### config.mk
export PLATFORM = sky130hd
export DESIGN_NAME = mult_hilo_seq
export DESIGN_NICKNAME = d
export VERILOG_FILES = /design/src/rtl/mult_hilo_seq.sv
export SDC_FILE = /design/constraint.sdc
export NUM_CORES = 1
export LEC_CHECK = 0
export BUFFER_PORTS_ARGS = -buffer_cell sky130_fd_sc_hd__buf_2
export CAP_MARGIN = 30
export CORE_ASPECT_RATIO = 0.9
export CORE_MARGIN = 1.5
export CORE_UTILIZATION = 55
export DETAILED_ROUTE_END_ITERATION = 7
export PLACE_DENSITY_LB_ADDON = 0.05
export REMOVE_ABC_BUFFERS = 1
export SLEW_MARGIN = 10
export SYNTH_ARGS = -nofsm -noshare
export SYNTH_HDL_FRONTEND = slang
export SYNTH_SLANG_ARGS = --single-unit
### constraint.sdc
create_clock -name clk -period 4.1 [get_ports clk]
set_input_delay 0.205 -clock clk [delete_from_list [all_inputs] [get_ports clk]]
set_output_delay 0.205 -clock clk [all_outputs]
set_load 0.03 [all_outputs]
### src/rtl/mult_hilo_seq.sv
// -----------------------------------------------------------------------------
// mult_hilo_seq
// Multi-cycle MULT/MULTU engine for the EX stage. A radix-2 shift-add datapath
// forms the unsigned product of the operand magnitudes over WIDTH cycles. A
// final FIX cycle applies the sign. The block owns the architectural HI/LO
// registers and raises the pipeline stall that interlocks a new multiply or an
// MFHI/MFLO against an operation still in flight.
//
// Ports
//   clk        in   pipeline clock, rising edge
//   rst_n      in   asynchronous active-low reset
//   start      in   EX holds a MULT/MULTU this cycle
//   is_signed  in   1 = MULT (two's complement), 0 = MULTU
//   op_a       in   rs operand (multiplicand), after forwarding
//   op_b       in   rt operand (multiplier), after forwarding
//   hilo_read  in   ID holds MFHI/MFLO this cycle
//   flush      in   squash EX (branch/jump redirect)
//   stall      out  freeze IF/ID/EX, bubble into MEM
//   busy       out  operation in RUN or FIX
//   done       out  one-cycle pulse, HI/LO updated at the preceding edge
//   hi         out  HI register
//   lo         out  LO register
// -----------------------------------------------------------------------------
module mult_hilo_seq #(
   parameter int WIDTH = 32
) (
   input  logic             clk,
   input  logic             rst_n,
   input  logic             start,
   input  logic             is_signed,
   input  logic [WIDTH-1:0] op_a,
   input  logic [WIDTH-1:0] op_b,
   input  logic             hilo_read,
   input  logic             flush,
   output logic             stall,
   output logic             busy,
   output logic             done,
   output logic [WIDTH-1:0] hi,
   output logic [WIDTH-1:0] lo
);

   localparam int CNT_W = $clog2(WIDTH);

   typedef enum logic [1:0] {
      S_IDLE = 2'd0,
      S_RUN  = 2'd1,
      S_FIX  = 2'd2,
      S_DONE = 2'd3
   } state_e;

   state_e               state_q, state_d;
   logic                 accept;
   logic [WIDTH-1:0]     mcand_q, mcand_d;
   logic [WIDTH-1:0]     mplier_q, mplier_d;
   logic                 neg_q, neg_d;
   logic [2*WIDTH-1:0]   acc_q, acc_d;
   logic [CNT_W-1:0]     cnt_q, cnt_d;
   logic [WIDTH-1:0]     hi_q, hi_d;
   logic [WIDTH-1:0]     lo_q, lo_d;
   logic [WIDTH:0]       addend;
   logic [WIDTH:0]       sum;

   // Magnitude of a possibly signed operand. The most negative value maps onto
   // itself and is then treated as an unsigned magnitude of 2^(WIDTH-1).
   function automatic logic [WIDTH-1:0] magnitude(input logic signed [WIDTH-1:0] v,
                                                  input logic                    sgn);
      logic signed [WIDTH-1:0] n;
      n = -v;
      return (sgn && v[WIDTH-1]) ? n : v;
   endfunction

   // Restore the sign of the unsigned magnitude product.
   function automatic logic [2*WIDTH-1:0] apply_sign(input logic [2*WIDTH-1:0] p,
                                                     input logic               neg);
      return neg ? (~p + (2*WIDTH)'(1)) : p;
   endfunction

   assign accept = start & ~flush & ((state_q == S_IDLE) | (state_q == S_DONE));

   // State register
   always_ff @(posedge clk or negedge rst_n) begin
      if (!rst_n) begin
         state_q <= S_IDLE;
      end else begin
         state_q <= state_d;
      end
   end

   // Next-state logic
   always_comb begin
      state_d = state_q;
      case (state_q)
         S_IDLE: if (accept) state_d = S_RUN;
         S_RUN: begin
            if (flush)                            state_d = S_IDLE;
            else if (cnt_q == CNT_W'(WIDTH - 1)) state_d = S_FIX;
         end
         S_FIX:  state_d = flush ? S_IDLE : S_DONE;
         S_DONE: state_d = accept ? S_RUN : S_IDLE;
         default: state_d = S_IDLE;
      endcase
   end

   // Output logic
   always_comb begin
      busy  = (state_q == S_RUN) | (state_q == S_FIX);
      done  = (state_q == S_DONE);
      stall = busy & (start | hilo_read);
   end

   // Shift-add datapath next state
   always_comb begin
      mcand_d  = mcand_q;
      mplier_d = mplier_q;
      neg_d    = neg_q;
      acc_d    = acc_q;
      cnt_d    = cnt_q;
      hi_d     = hi_q;
      lo_d     = lo_q;
      addend   = mplier_q[0] ? {1'b0, mcand_q} : '0;
      sum      = {1'b0, acc_q[2*WIDTH-1:WIDTH]} + addend;

      if (accept) begin
         mcand_d  = magnitude(op_a, is_signed);
         mplier_d = magnitude(op_b, is_signed);
         neg_d    = is_signed & (op_a[WIDTH-1] ^ op_b[WIDTH-1]);
         acc_d    = '0;
         cnt_d    = '0;
      end else if (state_q == S_RUN && !flush) begin
         // {carry, accumulator, multiplier} >> 1
         acc_d    = {sum, acc_q[WIDTH-1:1]};
         mplier_d = {acc_q[0], mplier_q[WIDTH-1:1]};
         cnt_d    = cnt_q + CNT_W'(1);
      end else if (state_q == S_FIX && !flush) begin
         {hi_d, lo_d} = apply_sign(acc_q, neg_q);
      end
   end

   // Accumulator, counter and HI/LO
   always_ff @(posedge clk or negedge rst_n) begin
      if (!rst_n) begin
         acc_q <= '0;
         cnt_q <= '0;
         hi_q  <= '0;
         lo_q  <= '0;
      end else begin
         acc_q <= acc_d;
         cnt_q <= cnt_d;
         hi_q  <= hi_d;
         lo_q  <= lo_d;
      end
   end

   // Operand capture; only meaningful while the FSM is in RUN or FIX
   always_ff @(posedge clk) begin
      mcand_q  <= mcand_d;
      mplier_q <= mplier_d;
      neg_q    <= neg_d;
   end

   assign hi = hi_q;
   assign lo = lo_q;

endmodule

# After elaboration in Yosys (flattened, before gate mapping)
# Index checks and enable logic that the tools add are counted.
# W data, S select, Z words.
totals:
  register_bits: 200
  out_inout_bits: 67
  wordCells: 56
op_classes:
  n_addsub: 5
  eq_ne: 6
  mux: 16
  bitwise: 12
  reduce_logical: 9
op_table:
  columns: ["op", "n"]
  rows:
  - ["$mux W64", 3]
  - ["$mux W32", 5]
  - ["$add A64 B1 Y64 const B", 1]
  - ["$neg A32 Y32", 2]
  - ["$not A64 Y64", 1]
  - ["$add A32 B32 Y33", 1]
  - ["$mux W5", 2]
  - ["$mux W2", 4]
  - ["$pmux W2 S4", 1]
  - ["$add A5 B1 Y5 const B", 1]
  - ["$eq A5 B5 Y1 const B", 1]
  - ["$and A1 B1 Y1", 4]
  - ["$eq A2 B2 Y1 const B", 2]
  - ["$logic_and A1 B1 Y1", 4]
  - ["$ne A3 B3 Y1 const B", 1]
  - ["$not A1 Y1", 3]
  - ["$or A1 B1 Y1", 3]
  - ["$reduce_and A3 Y1", 1]
  - ["$eq A2 B1 Y1 const B", 1]
  - ["$logic_not A2 Y1", 1]
  - ["$ne A2 B2 Y1 const B", 1]
  - ["$reduce_and A2 Y1", 1]
  - ["$reduce_bool A2 Y1", 1]
  - ["$logic_not A1 Y1", 1]
  - ["2 further kinds", 2]

# Depth between registers and ports, before layout
depth:
  ltp_word: 5
  mapped_depth: 13
  ltp_nobuf: 12

# Least setup slack after synthesis
# No wires, ideal clock.
synth_timing:
  kind: "reg-to-reg"
  start: "register acc_q[25]"
  end: "register hi_q[24], in the netlist hi[24]"
  setup_ns: 0.131
  arrival_ns: 3.626
  t_required_ns: 3.969
  slack_ns: 0.343
  stages_incl_launch_ff: 11
  synth_period_minus_slack_ns: 3.757
  cell_sequence: "dfrtp_1 or4_4 or4_4 or3_4 or4_4 buf_6 or3_4 or4_4 o31ai_2 xor2_1 o21ai_1"
synth_between:
  elab_chain_len: 3
synth_lines:
  columns: ["item", "line_no", "text"]
  rows:
  - ["start: declaration", "56", "logic [2*WIDTH-1:0] acc_q, acc_d;"]
  - ["start signal: assignment", "142", "acc_q <= '0;"]
  - ["start signal: assignment", "147", "acc_q <= acc_d;"]
  - ["$not A64 Y64", "75", "return neg ? (~p + (2*WIDTH)'(1)) : p;"]
  - ["$add A64 B1 Y64", "75", null]
  - ["$mux W64", "75", null]
  - ["end signal: assignment", "149", "hi_q <= hi_d;"]
  - ["end: declaration", "58", "logic [WIDTH-1:0] hi_q, hi_d;"]
# No other way between the ends.
# A chain may end at the register's enable or synchronous reset.

# Worst setup path after layout
layout_timing:
  start: "register acc_q[25]"
  end: "register hi_q[28], in the netlist hi[28]"
# Same word-level chain as after synthesis.

==> flow_metrics.py <==
metrics = {
    "routing": {
        "final_antenna_net_count": 0,
        "wl_per_cell_um": 14.6,
        "drcViolationCount": 0,
        "drtPass1Iterations": 5,
        "vias_per_cell": 5.46,
        "wl_um": 25300,
        "drtIter0Drc": 606,
        "vias": 9436,
    },
    "placement": {
        "post-place-ws_ps": 258,
        "hpwl_um": 18300,
        "place_inst": 1692,
        "gp_congestion": 0.841,
        "io_buffers": 136,
    },
    "sta": {
        "finalMaxSlewViolations": 0,
        "fin_ws_ps": 205,
        "hold_violations": 0,
        "post-route-min-period_ps": 3890,
        "max_freq_mhz": 257,
        "fin_crit_sh_pct": 95.0,
        "finalSetupTns_ps": 0,
        "whs_ps": 67.5,
        "finalClockSkew_ps": 11.2,
        "setup_viol": 0,
        "rsz0062_at_grt": "false",
        "relSlewSlack_pct": 43.2,
        "worst_pin_slew_ps": 851,
    },
    "min_path": {
        "min_path_cells": 2,
        "min_path_type": "in -> reg",
    },
    "worst_setup_path": {
        "required_ps": 4390,
        "crit_arrival_ps": 4190,
        "cp_max_fo": 7,
        "start_kind": "flop",
        "r2r_cells": 9,
        "endpoint_kind": "flop",
        "path_class": "reg -> reg",
    },
    "die": {
        "die_h_um": 142,
        "die_w_um": 158,
        "initial_core_util_pct": 56.5,
        "die-area_um2": 22500,
        "num_rows": 50,
        "io_pins": 137,
        "core-area_um2": 21000,
    },
    "yosys": {
        "ys_ff_latch": 200,
        "ys_async_sr_fraction_pct": 67.5,
        "ys_seq_area_share_pct": 44.9,
        "synthCells": 1329,
        "postSynthAreaPerCell_um2": 8.94,
        "syn_area_um2": 11900,
        "synth_edf_count": 65,
        "ys_types": 57,
        "ys.flop_type": "dfrtp_1",
        "yosysWarnings": 0,
    },
    "pwr": {
        "powerDensity_nw_per_um2": 603,
        "p_total_mw": 8.08,
        "ir_drop_mv": 0.291,
        "power.leakage_nw": 6.03,
    },
    "final_layout": {
        "areaGrowthSynthToFinish_pct": 12.9,
        "n_antenna_cell": 0,
        "layout-drive-gt1-share_pct": 14.2,
        "fin_nets": 1541,
        "stdcell_count": 1727,
    },
    "clock_tree": {
        "clk_pin_slew_ps": 80,
        "clock_sinks": 200,
        "root_buffer": "clkbuf_16",
        "cts_setup_buffers": 0,
        "cts_buffers": 17,
        "insertion_delay_ps": 430,
        "cts_tree": "yes",
        "ctsResizeCount": 0,
        "h-tree-depth": 4,
        "clockBufferDepth": 2,
    },
    "global_routing": {
        "grt_pass1_wl_um": 41900,
        "grt_max_degree": 129,
        "overflow": 0,
        "grt_pass1_vias": 8539,
        "grtUsageTotal_pct": 23.2,
        "antenna_found_initial": 0,
    },
    "run_status": {
        "outcome": "complete, no violations",
    },
    "run": {
        "maxCapViolCount": 0,
    },
}
flip-flops by register name (all words and copies together) (netlist names):
register and flops:
neg_q 1, state_q 2, cnt_q 5, acc_q 64, hi 32, lo 32
mcand_q 32, mplier_q 32
worst paths after layout:
path,from,end,slack [ps]
setup / recovery,acc_q[25]$_DFFE_PN0P_,hi[28]$_DFFE_PN0P_,210
hold / removal,op_a[30],mcand_q[30]$_DFFE_PP_,70
setup reg to reg,acc_q[25]$_DFFE_PN0P_,hi[28]$_DFFE_PN0P_,210
hold reg to reg,lo[4]$_DFFE_PN0P_,lo[4]$_DFFE_PN0P_,470
max in group asynchronous,rst_n,hi[23]$_DFFE_PN0P_,2810
min in group asynchronous,rst_n,lo[20]$_DFFE_PN0P_,230
power breakdown:
group,internal (mW),switching [mW],total (mW)
combinational,1.23,2.13,3.35
clock,0.844,0.797,1.64
sequential,2.65,0.440,3.09
stage by stage:
| step | util, % | cell area [um2] |
|---|---|---|
| global placement | 60.8 | 12800 |
| floorplan | - | 11600 |
| CTS | 63.7 | 13400 |
| finish | 63.8 | 13400 |
| global route | 63.8 | 13400 |
| detailed placement | 60.8 | 12800 |
synthesized netlist by cell type (3+ instances only):
cell type  count  area (um2)
or3_2          3        22.5
a31oi_1        7        43.8
o21bai_1       7        52.6
a21o_1        14         105
or3_4          3        33.8
a21oi_1      110         551
o21ai_0      160         801
nand2b_1       9        56.3
nand4_1        8        50.1
or2_2          7        43.8
and2_1        39         244
o41ai_1       12         105
xnor2_1       41         359
or4_1         13        97.6
ha_1          42         526
a211oi_1       5        37.5
and3_1         8        50.1
nor3_1        23         115
dfrtp_1      135        3380
or4_4          4        45.0
clkbuf_1      60         225
inv_1         20        75.1
xor2_1       106         928
o21ai_1        4        20.0
nor2_1        62         233
or3_1         13        81.3
o31ai_2        3        37.5
o31ai_1       26         195
nor4_1        10        62.6
nand2_1      252         946
edfxtp_1      65        1950
nor2b_1       11        68.8
buf_1          8        30.0
nand3b_1       5        37.5
nand3_1        8        40.0
layer usage:
metal	GRT usage, %	wire, um
met3	3.44	1140
met1	35.7	13100
met4	4.87	223
met5	0	0
met2	34.7	10800
critical path, stage by stage, from the launching register on:
cell	delay, ps
dfrtp_1	420
or4_4	560
or4_4	540
or3_4	360
or4_4	550
or3_4	380
or4_4	460
o31ai_2	210
xor2_1	190
o21ai_1	90
cells by family (layout without fill, tap and decap cells):
| kind of cell | count (synthesis) | in the layout | synth area share, % |
|---|---|---|---|
| and+or+nand+nor | 482 | 482 | 19.0 |
| AOI/OAI and AO/OA | 365 | 365 | 17.6 |
| DFF | 200 | 200 | 44.9 |
| xor gates and xnor gates | 147 | 147 | 10.8 |
| buffers and inverters | 90 | 202 | 2.91 |
| adders and majority gates | 43 | 43 | 4.59 |
| muxes | 2 | 2 | 0.168 |
cell type report:
class	instances	area, um2
timing repair buffer	149	835
multi-input combinational	1039	6230
clock buffer	18	450
fill	1841	7610
sequential	200	5330
tap	286	358
inverter	21	78.8
clock inverter	14	135
repair_timing:
item,in CTS,in global routing
hold buffers,2,0
endpoints found under the setup margin,0,0
endpoints found under the hold margin,110,0
placed cells by master, fill, tap and decap left out, types with 39 or more instances in the layout:
cell,instances
dfrtp_1,135
nand2_1,251
buf_2,135
and2_1,39
nor2_1,62
xor2_1,106
o21ai_0,160
a21oi_1,110
ha_1,42
xnor2_1,41
edfxtp_1,65
Note: power is estimated with default switching activity, not from simulation.
